$ cat src/rtl/ex_operand_stage_if.sv
// ID/EX operand bundle: ID-side operands/control, forwarding sources, EX-side ALU outputs.
// Latency: none, wires only; the registered stage lives in ex_operand_stage.
// Backpressure: stall holds the stage, flush loads a bubble; there is no ready handshake.
// Ports: hazard controls (stall/flush), id_* decoded instruction, exmem_*/memwb_* forward
//        sources, ex_*/alu_* stage outputs. master = upstream/driver side, slave = stage.
interface ex_operand_stage_if;
  logic        stall;
  logic        flush;
  logic        id_valid;
  logic [4:0]  id_rs_addr;
  logic [4:0]  id_rt_addr;
  logic [31:0] id_rs_data;
  logic [31:0] id_rt_data;
  logic [31:0] id_imm;
  logic [4:0]  id_shamt;
  logic        id_src_a;
  logic        id_src_b;
  logic [5:0]  id_alufun;
  logic        id_sign;
  logic [4:0]  id_rd_addr;
  logic        id_reg_write;
  logic        exmem_reg_write;
  logic [4:0]  exmem_rd_addr;
  logic [31:0] exmem_result;
  logic        memwb_reg_write;
  logic [4:0]  memwb_rd_addr;
  logic [31:0] memwb_result;
  logic        ex_valid;
  logic [31:0] alu_a;
  logic [31:0] alu_b;
  logic [5:0]  alu_fun;
  logic        alu_sign;
  logic [31:0] ex_store_data;
  logic [4:0]  ex_rd_addr;
  logic        ex_reg_write;

  modport master (
    output stall, flush, id_valid, id_rs_addr, id_rt_addr, id_rs_data, id_rt_data,
           id_imm, id_shamt, id_src_a, id_src_b, id_alufun, id_sign, id_rd_addr,
           id_reg_write, exmem_reg_write, exmem_rd_addr, exmem_result,
           memwb_reg_write, memwb_rd_addr, memwb_result,
    input  ex_valid, alu_a, alu_b, alu_fun, alu_sign, ex_store_data, ex_rd_addr,
           ex_reg_write
  );

  modport slave (
    input  stall, flush, id_valid, id_rs_addr, id_rt_addr, id_rs_data, id_rt_data,
           id_imm, id_shamt, id_src_a, id_src_b, id_alufun, id_sign, id_rd_addr,
           id_reg_write, exmem_reg_write, exmem_rd_addr, exmem_result,
           memwb_reg_write, memwb_rd_addr, memwb_result,
    output ex_valid, alu_a, alu_b, alu_fun, alu_sign, ex_store_data, ex_rd_addr,
           ex_reg_write
  );
endinterface

$ cat src/rtl/ex_operand_stage.sv
// ID/EX pipeline register with EX/MEM and MEM/WB operand forwarding feeding the ALU.
// Latency: one cycle from ID to EX outputs; forwarding muxes are combinational.
// Backpressure: stall holds control (data refreshed from forwarding); flush wins and loads a bubble.
// Ports: clk, reset (sync, active-high), bus (ex_operand_stage_if.slave) carrying the ID
//        inputs, hazard controls, forwarding sources and the EX-side ALU outputs.
module ex_operand_stage (
  input  logic                  clk,
  input  logic                  reset,
  ex_operand_stage_if.slave     bus
);

  logic        r_valid;
  logic [4:0]  r_rs_addr;
  logic [4:0]  r_rt_addr;
  logic [31:0] r_rs_data;
  logic [31:0] r_rt_data;
  logic [31:0] r_imm;
  logic [4:0]  r_shamt;
  logic        r_src_a;
  logic        r_src_b;
  logic [5:0]  r_alufun;
  logic        r_sign;
  logic [4:0]  r_rd_addr;
  logic        r_reg_write;

  logic [31:0] w_fwd_rs;
  logic [31:0] w_fwd_rt;

  // Register $0 is hardwired, so a producer "writing" it must never be forwarded.
  // EX/MEM is the younger producer and therefore wins over MEM/WB.
  always_comb begin
    w_fwd_rs = r_rs_data;
    if (r_rs_addr != 5'd0) begin
      if (bus.exmem_reg_write && (bus.exmem_rd_addr == r_rs_addr))
        w_fwd_rs = bus.exmem_result;
      else if (bus.memwb_reg_write && (bus.memwb_rd_addr == r_rs_addr))
        w_fwd_rs = bus.memwb_result;
    end
  end

  always_comb begin
    w_fwd_rt = r_rt_data;
    if (r_rt_addr != 5'd0) begin
      if (bus.exmem_reg_write && (bus.exmem_rd_addr == r_rt_addr))
        w_fwd_rt = bus.exmem_result;
      else if (bus.memwb_reg_write && (bus.memwb_rd_addr == r_rt_addr))
        w_fwd_rt = bus.memwb_result;
    end
  end

  always_ff @(posedge clk) begin
    if (reset || bus.flush) begin
      r_valid     <= 1'b0;
      r_rs_addr   <= 5'd0;
      r_rt_addr   <= 5'd0;
      r_rs_data   <= 32'd0;
      r_rt_data   <= 32'd0;
      r_imm       <= 32'd0;
      r_shamt     <= 5'd0;
      r_src_a     <= 1'b0;
      r_src_b     <= 1'b0;
      r_alufun    <= 6'd0;
      r_sign      <= 1'b0;
      r_rd_addr   <= 5'd0;
      r_reg_write <= 1'b0;
    end else if (bus.stall) begin
      // Capture forwarded operands while held: a MEM/WB producer may retire during
      // the stall and its value would otherwise be gone when the stall releases.
      r_rs_data <= w_fwd_rs;
      r_rt_data <= w_fwd_rt;
    end else begin
      r_valid     <= bus.id_valid;
      r_rs_addr   <= bus.id_rs_addr;
      r_rt_addr   <= bus.id_rt_addr;
      r_rs_data   <= bus.id_rs_data;
      r_rt_data   <= bus.id_rt_data;
      r_imm       <= bus.id_imm;
      r_shamt     <= bus.id_shamt;
      r_src_a     <= bus.id_src_a;
      r_src_b     <= bus.id_src_b;
      r_alufun    <= bus.id_alufun;
      r_sign      <= bus.id_sign;
      r_rd_addr   <= bus.id_rd_addr;
      r_reg_write <= bus.id_reg_write & bus.id_valid;
    end
  end

  assign bus.alu_a         = r_src_a ? {27'd0, r_shamt} : w_fwd_rs;
  assign bus.alu_b         = r_src_b ? r_imm : w_fwd_rt;
  assign bus.ex_store_data = w_fwd_rt;
  assign bus.alu_fun       = r_alufun;
  assign bus.alu_sign      = r_sign;
  assign bus.ex_rd_addr    = r_rd_addr;
  assign bus.ex_valid      = r_valid;
  assign bus.ex_reg_write  = r_reg_write & r_valid;

endmodule

$ cat src/flat_wrapper.sv
// flat-port wrapper written by rule: the top's interface ports become plain ports
module ex_operand_stage_flat 
  (clk, reset, bus_stall, bus_flush, bus_id_valid, bus_id_rs_addr, bus_id_rt_addr, bus_id_rs_data, bus_id_rt_data, bus_id_imm, bus_id_shamt, bus_id_src_a, bus_id_src_b, bus_id_alufun, bus_id_sign, bus_id_rd_addr, bus_id_reg_write, bus_exmem_reg_write, bus_exmem_rd_addr, bus_exmem_result, bus_memwb_reg_write, bus_memwb_rd_addr, bus_memwb_result, bus_ex_valid, bus_alu_a, bus_alu_b, bus_alu_fun, bus_alu_sign, bus_ex_store_data, bus_ex_rd_addr, bus_ex_reg_write);
  ex_operand_stage_if bus_i ();
  input  logic clk;
  input  logic reset;
  input wire logic [$bits(bus_i.stall)-1:0] bus_stall;
  input wire logic [$bits(bus_i.flush)-1:0] bus_flush;
  input wire logic [$bits(bus_i.id_valid)-1:0] bus_id_valid;
  input wire logic [$bits(bus_i.id_rs_addr)-1:0] bus_id_rs_addr;
  input wire logic [$bits(bus_i.id_rt_addr)-1:0] bus_id_rt_addr;
  input wire logic [$bits(bus_i.id_rs_data)-1:0] bus_id_rs_data;
  input wire logic [$bits(bus_i.id_rt_data)-1:0] bus_id_rt_data;
  input wire logic [$bits(bus_i.id_imm)-1:0] bus_id_imm;
  input wire logic [$bits(bus_i.id_shamt)-1:0] bus_id_shamt;
  input wire logic [$bits(bus_i.id_src_a)-1:0] bus_id_src_a;
  input wire logic [$bits(bus_i.id_src_b)-1:0] bus_id_src_b;
  input wire logic [$bits(bus_i.id_alufun)-1:0] bus_id_alufun;
  input wire logic [$bits(bus_i.id_sign)-1:0] bus_id_sign;
  input wire logic [$bits(bus_i.id_rd_addr)-1:0] bus_id_rd_addr;
  input wire logic [$bits(bus_i.id_reg_write)-1:0] bus_id_reg_write;
  input wire logic [$bits(bus_i.exmem_reg_write)-1:0] bus_exmem_reg_write;
  input wire logic [$bits(bus_i.exmem_rd_addr)-1:0] bus_exmem_rd_addr;
  input wire logic [$bits(bus_i.exmem_result)-1:0] bus_exmem_result;
  input wire logic [$bits(bus_i.memwb_reg_write)-1:0] bus_memwb_reg_write;
  input wire logic [$bits(bus_i.memwb_rd_addr)-1:0] bus_memwb_rd_addr;
  input wire logic [$bits(bus_i.memwb_result)-1:0] bus_memwb_result;
  output wire logic [$bits(bus_i.ex_valid)-1:0] bus_ex_valid;
  output wire logic [$bits(bus_i.alu_a)-1:0] bus_alu_a;
  output wire logic [$bits(bus_i.alu_b)-1:0] bus_alu_b;
  output wire logic [$bits(bus_i.alu_fun)-1:0] bus_alu_fun;
  output wire logic [$bits(bus_i.alu_sign)-1:0] bus_alu_sign;
  output wire logic [$bits(bus_i.ex_store_data)-1:0] bus_ex_store_data;
  output wire logic [$bits(bus_i.ex_rd_addr)-1:0] bus_ex_rd_addr;
  output wire logic [$bits(bus_i.ex_reg_write)-1:0] bus_ex_reg_write;
  assign bus_i.stall = bus_stall;
  assign bus_i.flush = bus_flush;
  assign bus_i.id_valid = bus_id_valid;
  assign bus_i.id_rs_addr = bus_id_rs_addr;
  assign bus_i.id_rt_addr = bus_id_rt_addr;
  assign bus_i.id_rs_data = bus_id_rs_data;
  assign bus_i.id_rt_data = bus_id_rt_data;
  assign bus_i.id_imm = bus_id_imm;
  assign bus_i.id_shamt = bus_id_shamt;
  assign bus_i.id_src_a = bus_id_src_a;
  assign bus_i.id_src_b = bus_id_src_b;
  assign bus_i.id_alufun = bus_id_alufun;
  assign bus_i.id_sign = bus_id_sign;
  assign bus_i.id_rd_addr = bus_id_rd_addr;
  assign bus_i.id_reg_write = bus_id_reg_write;
  assign bus_i.exmem_reg_write = bus_exmem_reg_write;
  assign bus_i.exmem_rd_addr = bus_exmem_rd_addr;
  assign bus_i.exmem_result = bus_exmem_result;
  assign bus_i.memwb_reg_write = bus_memwb_reg_write;
  assign bus_i.memwb_rd_addr = bus_memwb_rd_addr;
  assign bus_i.memwb_result = bus_memwb_result;
  assign bus_ex_valid = bus_i.ex_valid;
  assign bus_alu_a = bus_i.alu_a;
  assign bus_alu_b = bus_i.alu_b;
  assign bus_alu_fun = bus_i.alu_fun;
  assign bus_alu_sign = bus_i.alu_sign;
  assign bus_ex_store_data = bus_i.ex_store_data;
  assign bus_ex_rd_addr = bus_i.ex_rd_addr;
  assign bus_ex_reg_write = bus_i.ex_reg_write;
  ex_operand_stage u_core (.clk(clk), .reset(reset), .bus(bus_i));
endmodule
$ cat config.mk
export PLATFORM = sky130hd
export DESIGN_NAME = ex_operand_stage_flat
export DESIGN_NICKNAME = d
export VERILOG_FILES = /design/src/rtl/ex_operand_stage_if.sv /design/src/rtl/ex_operand_stage.sv /design/src/flat_wrapper.sv
export SDC_FILE = /design/constraint.sdc
export NUM_CORES = 1
export LEC_CHECK = 0
export BUFFER_PORTS_ARGS = -buffer_cell sky130_fd_sc_hd__buf_2
export CAP_MARGIN = 30
export CORE_MARGIN = 2
export CORE_UTILIZATION = 42
export CTS_CLUSTER_SIZE = 40
export DETAILED_ROUTE_END_ITERATION = 6
export PLACE_DENSITY_LB_ADDON = 0.12
export SLEW_MARGIN = 25
export SYNTH_ARGS = -nofsm -noshare
export SYNTH_HDL_FRONTEND = slang
export SYNTH_SLANG_ARGS = --single-unit
$ cat constraint.sdc
create_clock -name clk -period 2 [get_ports clk]
set_input_delay 0.4 -clock clk [delete_from_list [all_inputs] [get_ports clk]]
set_output_delay 0.4 -clock clk [all_outputs]
set_load 0.05 [all_outputs]
### Word level (Yosys, flattened, before mapping)

Index checks and enable logic that the tools add are counted.

* flip-flop bits (word level): 127
* bits of input ports: 207
* output and inout bits: 110

* eq/ne operators: 4
* mux-type cells: 10
* bitwise operators: 2
* reduce and logical (&&, ||, !) cells: 7

Operators with widths (count)
* $mux W32: 10
* $eq A5 B5 Y1: 4
* $reduce_bool A5 Y1: 2
* $logic_and A1 B1 Y1: 4
* $and A1 B1 Y1: 2
* $logic_or A1 B1 Y1: 1

### Logic depth before layout (Yosys ltp)

Gate-level depths: netlist of run 1.

* word-level depth: 6
* mapped depth: 8
* depth with buffers taken out: 7

### Least setup slack after synthesis of run 1

Ideal clock, no wire load.

* path type: input port to output port
* start point: in bus_memwb_rd_addr[3]
* end point: out bus_alu_a[0]
* data arrival time: 2.138 ns
* setup slack: -0.538 ns
* stages on the path: 7
* buffers on the path: 1
* cells stage by stage: xor2_1 nor3_1 o211ai_1 buf_2 o22ai_1 a22oi_1 mux2i_1

* word-level cells in the longest chain between the ends: 6

Ends and longest elaborated chain
* from (decl): line flat_wrapper.sv:26 `input wire logic [$bits(bus_i.memwb_rd_addr)-1:0] bus_memwb_rd_addr;`
* $eq A5 B5 Y1: line ex_operand_stage.sv:36 `else if (bus.memwb_reg_write && (bus.memwb_rd_addr == r_rs_addr))`
* $logic_and A1 B1 Y1: line ex_operand_stage.sv:36
* $mux W32: line ex_operand_stage.sv:36
* $mux W32: line ex_operand_stage.sv:34 `if (bus.exmem_reg_write && (bus.exmem_rd_addr == r_rs_addr))`
* $mux W32: line ex_operand_stage.sv:33 `if (r_rs_addr != 5'd0) begin`
* $mux W32: line ex_operand_stage.sv:88 `assign bus.alu_a = r_src_a ? {27'd0, r_shamt} : w_fwd_rs;`
* to (decl): line flat_wrapper.sv:29 `output wire logic [$bits(bus_i.alu_a)-1:0] bus_alu_a;`

No other way between the ends.

### Worst setup path after layout of run 1

* start point: reg u_core.r_rt_addr[2]
* end point: out bus_alu_b[21]

* word-level cells in the longest chain between the ends: 6
* elaborated cells between the ends (all ways): 9

Ends and longest elaborated chain
* from (decl): line ex_operand_stage.sv:14 `logic [4:0] r_rt_addr;`
* from (signal assigned): line ex_operand_stage.sv:74 `r_rt_addr <= bus.id_rt_addr;`
* $eq A5 B5 Y1: line ex_operand_stage.sv:46 `else if (bus.memwb_reg_write && (bus.memwb_rd_addr == r_rt_addr))`
* $logic_and A1 B1 Y1: line ex_operand_stage.sv:46
* $mux W32: line ex_operand_stage.sv:46
* $mux W32: line ex_operand_stage.sv:44 `if (bus.exmem_reg_write && (bus.exmem_rd_addr == r_rt_addr))`
* $mux W32 (*): line ex_operand_stage.sv:43 `if (r_rt_addr != 5'd0) begin`
* $mux W32 (*): line ex_operand_stage.sv:89 `assign bus.alu_b = r_src_b ? r_imm : w_fwd_rt;`
* to (decl): line flat_wrapper.sv:30 `output wire logic [$bits(bus_i.alu_b)-1:0] bus_alu_b;`

Mark *: on every way between the ends. The rest lies on a longest branch, timed or not.

==> flow_summary.json, run 1 <==
{
  "status": "complete, but fails checks",
  "violations": "negative setup slack",
  "hp-start": "bus_id_shamt[0]",
  "synth_area_per_cell_um2": 8.32,
  "fin_util_pct": 79.9,
  "report.final.slew_viol_count": 0,
  "worst_pin_slew_ps": 455,
  "die_w_um": 130,
  "fin_area_um2": 12200,
  "hold_class": "primary input to flip-flop",
  "insertion_delay_ps": 410,
  "synth_cells": 796,
  "crit_path_end_kind": "output pin",
  "grt_overflow": 0,
  "vias_per_cell": 5.38,
  "ys_warn_count": 0,
  "cts_buffers": 17,
  "chipHeight_um": 130,
  "synth.top_cell.area_share_pct": 38.4,
  "synth-edff-count": 0,
  "busiest_layer": "met2",
  "routed_wirelength_um": 27000,
  "wl_per_cell_um": 19.2,
  "io_pins": 317,
  "synthTopCellsByArea": "dfxtp_1 (38%), mux2i_1 (10%), o22ai_1 (6.0%), a22oi_2 (5.7%), nor2_1 (5.5%)",
  "place_congestion": 0.830,
  "met3_usage_pct": 7.68,
  "grt_pass1_wl_um": 40200,
  "cp-startpoint": "u_core.r_rt_addr[2]",
  "grt.total_usage_pct": 30.9,
  "port_buffers": 316,
  "met1_usage_pct": 36.1,
  "finalHoldViolCount": 0,
  "clock_path_buffers": 2,
  "worst_path_dominant_cell_family": "compound AO/OA/AOI/OAI gates",
  "p_switching_w": 0.00242,
  "ys_types": 31,
  "placed_cell_area_um2": 9830,
  "p_int_w": 0.00544,
  "yosysMostFrequentCell": "dfxtp_1",
  "root_buffer": "clkbuf_16",
  "crit_chain": "xnor2_4 -> nand3_4 -> o211ai_4 -> buf_6 -> clkbuf_16 -> o22ai_2 -> a22oi_2 -> inv_4 -> mux2_4 -> buf_8",
  "async_reset_ff_share_pct": 0,
  "synthFlopType": "dfxtp_1",
  "drc_errors": 0,
  "first_pass_iters": 5,
  "nets": 1388,
  "dieArea_um2": 16800,
  "r2r-start": "u_core.r_rs_addr[3]",
  "fin_skew_ps": 7.32,
  "maxCapViolCount": 0,
  "grt_start_max_net_pins": 55,
  "ctsHoldBuffers": 0,
  "comb_power_share_pct": 26.4,
  "syn_area_um2": 6620,
  "setup_ws_ps": -882,
  "drtAntennaViolNets": 0,
  "vias": 7574,
  "pwr-share-clk_pct": 39.5,
  "drtIter0Drc": 439,
  "critPathSlowestCell": "dfxtp_4",
  "rsz0062_at_grt": "yes",
  "drive_gt1_share_pct": 61.9,
  "ys_seq_area_share_pct": 38.4,
  "cp-start-kind": "flip-flop",
  "fill_cells": 978,
  "final-setup-viol-count": 103,
  "slowest_delay_ps": 370,
  "netSwitchingFraction_pct": 30.8,
  "path_class": "flip-flop to output pin",
  "fp.coreArea_um2": 15300,
  "dp_hpwl_um": 17300,
  "yosys-top-cells-count": "dfxtp_1 (127), nor2_1 (97), mux2i_1 (66), nand2_1 (66), a21oi_1 (65)",
  "min_period_ps": 2880,
  "period_share_pct": 144,
  "cts_tree": "yes",
  "areaGrowthSynthToFinish_pct": 84.6,
  "rows": 45,
  "gr-usage-met2_pct": 53.3,
  "setup_tns_ps": -71060,
  "p_per_area_nw_per_um2": 643,
  "p_seq_share_pct": 34.2,
  "crit_buf_inv": 4,
  "synth.largest_area_cell": "dfxtp_1",
  "crit_arrival_ps": 2480,
  "crit_required_ps": 1600,
  "p_leak_nw": 5.22,
  "htree_levels": 4,
  "synth_nets": 1003,
  "cts.sinks": 127,
  "grt_pass1_vias": 7745,
  "cp_max_fo": 8,
  "slew_headroom_pct": 69.7,
  "antenna_found_initial": 3,
  "start_util_pct": 43.3,
  "ir_drop_mv": 0.571,
  "max_freq_mhz": 347,
  "ys_seq_elements": 127,
  "clk_pin_slew_ps": 60
}
final cells by class:
type | count | area [um2] | share of cell area (%)
clock inverters | 10 | 110 | 0.900
clock buffers | 22 | 475 | 3.89
well taps | 211 | 264 | 2.16
repair buffers | 440 | 3560 | 29.1
multi-input cells | 558 | 5030 | 41.1
diodes | 3 | 7.51 | 0.0614
flip-flops and latches | 127 | 2570 | 21.0
inverters | 37 | 214 | 1.75
power groups by stage:
stage	Combinational, W	Clock, W	Sequential [W]
final	0.00207	0.00310	0.00269
after global routing	0.00218	0.00325	0.00269
after CTS	0.00196	0.00313	0.00268
after detailed placement	0.00169	0	0.00273
after global placement	0.00168	0	0.00273
after floorplan	0.00108	0	0.00275
per-layer routing:
layer / share of wire, % / vias to the layer above
met5: 0 / -
met4: 3.6 / 0
met3: 7.5 / 66
met2: 50 / 314
met1: 39 / 3594
li1: - / 3600
flip-flops by register name (all words and copies together) (netlist names), 5 cells and up:
register,cells
u_core.r_shamt,5
u_core.bus.ex_rd_addr,5
u_core.r_rs_data,32
u_core.bus.alu_fun,6
u_core.r_rt_data,32
u_core.r_imm,32
u_core.r_rt_addr,5
u_core.r_rs_addr,5
per-stage QoR:
step | total power, W | hold WS (ps) | instances | worst slack, ps
3_3_place_gp | 0.00441 | 471 | 1338 | -665
3_5_place_dp | 0.00443 | 481 | 1338 | -658
4_1_cts | 0.00777 | 196 | 1397 | -877
6_report | 0.00786 | 210 | 1408 | -882
5_1_grt | 0.00812 | 207 | 1408 | -960
2_1_floorplan | 0.00383 | 463 | 796 | -290
worst reg2reg max path, stage by stage, from the launching register on:
cell and delay (ps):
dfxtp_4 370, xnor2_4 200, nand3_2 140, o211ai_1 190
buf_4 180, buf_8 130, buf_16 170, o22ai_4 80
a22oi_2 270, buf_4 170, a21oi_2 40
final timing paths:
kind | endpoint | slack, ps | depth (start not counted)
setup / recovery | bus_alu_b[21] | -880 | 10
hold / removal | u_core.r_shamt[0] | 210 | 3
setup reg to reg | u_core.r_rs_data[31] | -50 | 10
hold reg to reg | u_core.bus.alu_fun[5] | 490 | 2
timing repair:
| item | CTS | global route |
|---|---|---|
| cloned | 5 | 1 |
| endpoints found under the setup margin | 105 | 124 |
| pin swaps | 97 | 57 |
| resized for setup | 292 | 69 |
| setup buffers | 24 | 19 |
cell usage in the layout (no fill, tap or decap), types with 3 or more instances in the layout:
master and instances:
a21oi_1 47, a21oi_2 18, a22oi_2 64, buf_12 18, buf_2 220, buf_4 99
buf_6 61, buf_8 39, clkbuf_1 3, clkbuf_16 19, clkinv_2 5, dfxtp_1 115
dfxtp_2 6, dfxtp_4 6, diode_2 3, inv_1 5, inv_4 30, mux2_4 32
mux2i_1 61, mux2i_4 5, nand2_1 64, nand3_2 3, nor2_1 67, nor2_4 29
o21ai_0 64, o22ai_1 12, o22ai_2 21, o22ai_4 31, xnor2_2 5, xnor2_4 5
xor2_1 9
logic make-up after synthesis:
| family | count (synthesis) | synth area share [%] |
|---|---|---|
| flip-flops | 127 | 38.4 |
| multiplexers | 98 | 15.4 |
| buffers and inverters | 111 | 6.93 |
| XOR/XNOR | 20 | 2.64 |
| AND/OR/NAND/NOR | 178 | 10.7 |
| AO/OA/AOI/OAI | 262 | 25.9 |
No activity file was read; power rests on OpenSTA's default activity.
==> run 2, diff against run 1 <==
==> constraint.sdc (replaced) <==
create_clock -name clk -period 2.6 [get_ports clk]
set_input_delay 0.52 -clock clk [delete_from_list [all_inputs] [get_ports clk]]
set_output_delay 0.52 -clock clk [all_outputs]
set_load 0.05 [all_outputs]
==> run 2 against run 1 <==
Effect of this change:
- the run still ends with negative setup slack left
- worst hold slack gained 120 ps
- die area is the same
- core utilization shrank 2.9 points
- via count grew 2.0%
- sequential share of layout area grew 0.79 points
- routed wire length grew 5.7%
- sequential power shrank 23%
- clock skew shrank 1.9 ps
- register-to-register slack gained 80 ps
- combinational power shrank 26%
- critical path type unchanged
- highest routed layer is now met5
==> flow_summary.json, run 2 (synthesized netlist as in run 1, its figures left out) <==
{
  "routed.top_layer": "met5",
  "drtIter0Drc": 419,
  "insertion_delay_ps": 410,
  "p_per_area_nw_per_um2": 504,
  "grt_pass1_wl_um": 40500,
  "drc_errors": 0,
  "rows": 45,
  "cts_tree": "yes",
  "ctsHoldBuffers": 0,
  "dr_wl_met3_um": 2310,
  "clock_path_buffers": 2,
  "root_buffer": "clkbuf_16",
  "fp.coreArea_um2": 15300,
  "final_cells": 1383,
  "ir_drop_mv": 0.478,
  "largestRegisters": "u_core.r_imm (32), u_core.r_rs_data (32), u_core.r_rt_data (32)",
  "regArea_um2": 2570,
  "clk_pin_slew_ps": 50,
  "start_util_pct": 43.3,
  "routed_wirelength_um": 28600,
  "crit_path_end_kind": "output pin",
  "rsz0062_at_grt": "yes",
  "vias_per_cell": 5.59,
  "fin_skew_ps": 5.44,
  "wl_met1_um": 11000,
  "grt_start_max_net_pins": 64,
  "cp-start-kind": "flip-flop",
  "grt_overflow": 0,
  "grt.total_usage_pct": 31.5,
  "setup_tns_ps": -23590,
  "report.final.slew_viol_count": 0,
  "drtAntennaViolNets": 0,
  "htree_levels": 4,
  "final_common_cell": "buf_2",
  "status": "complete, but fails checks",
  "violations": "negative setup slack",
  "maxCapViolCount": 0,
  "nets": 1364,
  "fill_cells": 1040,
  "cp_max_fo": 20,
  "port_buffers": 316,
  "dpl.cell_count": 1293,
  "grt_pass1_vias": 7768,
  "path_class": "flip-flop to output pin",
  "min_period_ps": 3020,
  "cts.sinks": 127,
  "final-setup-viol-count": 96,
  "crit_required_ps": 2080,
  "setup_ws_ps": -417,
  "p_leak_nw": 5.10,
  "hold_class": "primary input to flip-flop",
  "slew_headroom_pct": 54.0,
  "wl_met2_um": 14400,
  "multi_input_area_um2": 4680,
  "areaGrowthSynthToFinish_pct": 78.0,
  "chipHeight_um": 130,
  "dieArea_um2": 16800,
  "vias": 7726,
  "period_share_pct": 116,
  "finalHoldViolCount": 0,
  "cts_buffers": 17,
  "crit_arrival_ps": 2500,
  "most-common-layout-cells": "buf_2 (219), dfxtp_1 (115), buf_6 (85)",
  "worst_pin_slew_ps": 690,
  "first_pass_iters": 5,
  "io_pins": 317,
  "place_congestion": 0.864,
  "max_freq_mhz": 331,
  "drive_gt1_share_pct": 59.6,
  "antenna_found_initial": 4,
  "dp_hpwl_um": 16900,
  "wl_per_cell_um": 20.7,
  "die_w_um": 130
}
run 2: report_power, final:
part	switching (W)	total [W]	leakage (nW)	internal, W
logic	0.000895	0.00153	3.77	0.000635
registers	0.0000517	0.00207	1.04	0.00202
clock network	0.000863	0.00234	0.277	0.00148
total	0.00181	0.00594	5.10	0.00413
run 2: metal layers:
metal	vias to the layer above	global-route usage (%)
li1	3561	-
met1	3664	36.5
met4	2	12.2
met3	78	8.38
met5	-	0
met2	421	55.3
run 2: worst paths after layout:
kind	start	end	cells after the start	slack [ps]
worst max-delay path	u_core.r_rt_addr[4]	bus_alu_b[6]	9	-420
worst max register to register	u_core.r_rs_addr[0]	u_core.r_rs_data[10]	13	30
worst min-delay path	bus_id_shamt[1]	u_core.r_shamt[1]	3	330
worst min register to register	u_core.r_shamt[1]	u_core.r_shamt[1]	2	490
run 2: metrics by stage:
step	power [W]	hold slack, ps	utilization (%)	area (um2)	setup slack, ps
after detailed placement	0.00325	482	57.7	8830	-214
final	0.00594	334	77.0	11800	-417
after global placement	0.00325	470	57.7	8830	-207
after global routing	0.00614	332	77.0	11800	-500
after CTS	0.00585	319	73.5	11300	-335
after floorplan	0.00284	458	-	6710	8.80
run 2: repair_timing:
item,in CTS,in global routing
cloned,5,3
pin swaps,80,59
buffers inserted,39,18
setup endpoints to repair,96,99
gates resized for setup,350,83
run 2: final cells by class:
type                    count  area share, %
diodes                      3         0.0637
multi-input cells         558           39.7
repair buffers            416           30.1
well taps                 211           2.24
flip-flops and latches    127           21.8
inverters                  37           1.18
clock inverters             6          0.701
clock buffers              25           4.12
run 2: critical path, cell delays in order, from the launching register on:
cell     delay [ps]
dfxtp_4         370
xor2_2          180
nor3_2          270
and3_4          240
o21ai_4          80
buf_12          180
a22oi_2         240
inv_2            80
mux2_2          280
buf_6           150
==> run 3, diff against run 2 <==
--- a/config.mk
+++ b/config.mk
@@ -7,8 +7,10 @@
 export LEC_CHECK = 0
 export BUFFER_PORTS_ARGS = -buffer_cell sky130_fd_sc_hd__buf_2
 export CAP_MARGIN = 30
+export CELL_PAD_IN_SITES_DETAIL_PLACEMENT = 1
+export CELL_PAD_IN_SITES_GLOBAL_PLACEMENT = 2
 export CORE_MARGIN = 2
-export CORE_UTILIZATION = 42
+export CORE_UTILIZATION = 23
 export CTS_CLUSTER_SIZE = 40
 export DETAILED_ROUTE_END_ITERATION = 6
 export PLACE_DENSITY_LB_ADDON = 0.12
==> run 3 against run 2 <==
Effect of this change:
- the run still ends with negative setup slack left
- routed wire length grew 15%
- die area grew 80%
- combinational power grew 4%
- cell count grew 16%
- clock power grew 4%
- global-route usage shrank 10 points
- worst setup slack lost 6.4 ps
- sequential cell count is the same
- cell area grew 7.0%
- critical path depth grew 1
- critical path type unchanged
- largest power group unchanged
==> flow_summary.json, run 3 (synthesized netlist as in run 1, its figures left out) <==
{
  "status": "complete, but fails checks",
  "violations": "negative setup slack",
  "place_congestion": 0.808,
  "cts_buffers": 17,
  "setup_tns_ps": -28880,
  "worst_pin_slew_ps": 479,
  "grt_pass1_vias": 7744,
  "crit_chain": "xnor2_2 -> nand3_2 -> o211ai_4 -> buf_12 -> buf_12 -> o22ai_4 -> a22oi_2 -> inv_2 -> mux2_4 -> buf_8",
  "areaGrowthSynthToFinish_pct": 90.4,
  "p_per_area_nw_per_um2": 483,
  "largestRegisters": "u_core.r_imm (32), u_core.r_rs_data (32), u_core.r_rt_data (32)",
  "cts.sinks": 127,
  "wl_per_cell_um": 20.5,
  "routed_wirelength_um": 32900,
  "hold_class": "primary input to flip-flop",
  "placed_cell_area_um2": 9320,
  "first_pass_iters": 4,
  "fin_skew_ps": 9.61,
  "cp_common_cell": "buf_12",
  "clock_path_buffers": 2,
  "dieArea_um2": 30200,
  "path_class": "flip-flop to output pin",
  "period_share_pct": 116,
  "drive_gt1_share_pct": 61.5,
  "crit_path_end_kind": "output pin",
  "vias_per_cell": 4.69,
  "drtAntennaViolNets": 0,
  "cp-start-kind": "flip-flop",
  "cp_max_fo": 8,
  "min_period_ps": 3020,
  "cp-startpoint": "u_core.r_rt_addr[1]",
  "crit_required_ps": 2080,
  "regArea_um2": 2570,
  "clk_pin_slew_ps": 70,
  "crit_buf_inv": 4,
  "cts_tree": "yes",
  "ir_drop_mv": 0.366,
  "slew_headroom_pct": 68.1,
  "finalHoldViolCount": 0,
  "antenna_found_initial": 14,
  "report.final.slew_viol_count": 0,
  "htree_levels": 4,
  "grt_pass1_wl_um": 49300,
  "crit_arrival_ps": 2500,
  "maxCapViolCount": 0,
  "rsz0062_at_grt": "yes",
  "insertion_delay_ps": 420,
  "final_cells": 1604,
  "nets": 1403,
  "dp_hpwl_um": 23000,
  "drtIter0Drc": 327,
  "fp.coreArea_um2": 28500,
  "vias": 7515,
  "setup_ws_ps": -423,
  "grt_start_max_net_pins": 51,
  "final-setup-viol-count": 96,
  "fin_area_um2": 12600,
  "r2r-start": "u_core.r_rs_addr[3]",
  "grt_overflow": 0,
  "hp-start": "bus_id_imm[11]",
  "critPathSlowestCell": "dfxtp_2",
  "power_w": 0.00609,
  "io_pins": 317,
  "most-common-layout-cells": "buf_2 (219), dfxtp_1 (115), buf_6 (83)",
  "dpl.cell_count": 1500,
  "slowest_delay_ps": 350,
  "start_util_pct": 23.2,
  "worst_path_dominant_cell_family": "buffers and inverters",
  "p_leak_nw": 5.36,
  "port_buffers": 316,
  "rows": 62,
  "final_common_cell": "buf_2",
  "grt.total_usage_pct": 21.4,
  "max_freq_mhz": 331,
  "drc_errors": 0,
  "fill_cells": 3274,
  "die_w_um": 174,
  "chipHeight_um": 174,
  "root_buffer": "clkbuf_16",
  "multi_input_area_um2": 4880
}
[run 3: final cells by class]
class | count | area share [%]
clock inverter | 14 | 1.13
antenna | 11 | 0.218
inverter | 37 | 1.10
timing repair buffer | 455 | 31.2
sequential | 127 | 20.4
tap | 384 | 3.81
multi-input combinational | 558 | 38.7
clock buffer | 18 | 3.48
[run 3: power by group]
group | switching (W) | internal (W) | total, W
clock network | 0.00107 | 0.00137 | 0.00244
registers | 0.0000448 | 0.00202 | 0.00206
logic | 0.000912 | 0.000679 | 0.00159
total | 0.00202 | 0.00407 | 0.00609
[run 3: path summary, 6_finish.rpt]
kind | endpoint | slack [ps] | cells past startpoint
hold / removal | u_core.r_imm[11] | 320 | 3
hold reg to reg | u_core.bus.ex_rd_addr[2] | 490 | 2
setup / recovery | bus_alu_b[14] | -420 | 10
setup reg to reg | u_core.r_rs_data[21] | 450 | 11
[run 3: layer usage]
layer  GRT usage (%)  share of wire [%]
met5               0               0.17
met4            5.53                1.7
met3            6.10                6.3
met2            34.0                 47
met1            28.6                 45
[run 3: worst reg2reg max path: cells and delay by family, from the launching register on]
kind	cells	cell delay [ps]
buffers and inverters	5	750
AOI/OAI and AO/OA	4	600
DFF	1	380
and+or+nand+nor	1	210
xor gates and xnor gates	1	160
[run 3: what timing repair did]
action                                  4_1_cts  5_1_grt
setup buffers                                33       31
endpoints found under the setup margin       96       96
hold buffers                                  0        0
pin swaps                                    81       52
resized for setup                           378       91
gates cloned                                  8        1
[run 3: stage by stage]
stage | worst slack (ps) | hold WS, ps | util [%]
after floorplan | 8.80 | 458 | -
after global placement | -409 | 469 | 32.6
after detailed placement | -405 | 482 | 32.6
after CTS | -408 | 298 | 41.8
after global routing | -530 | 310 | 44.1
final | -423 | 321 | 44.2
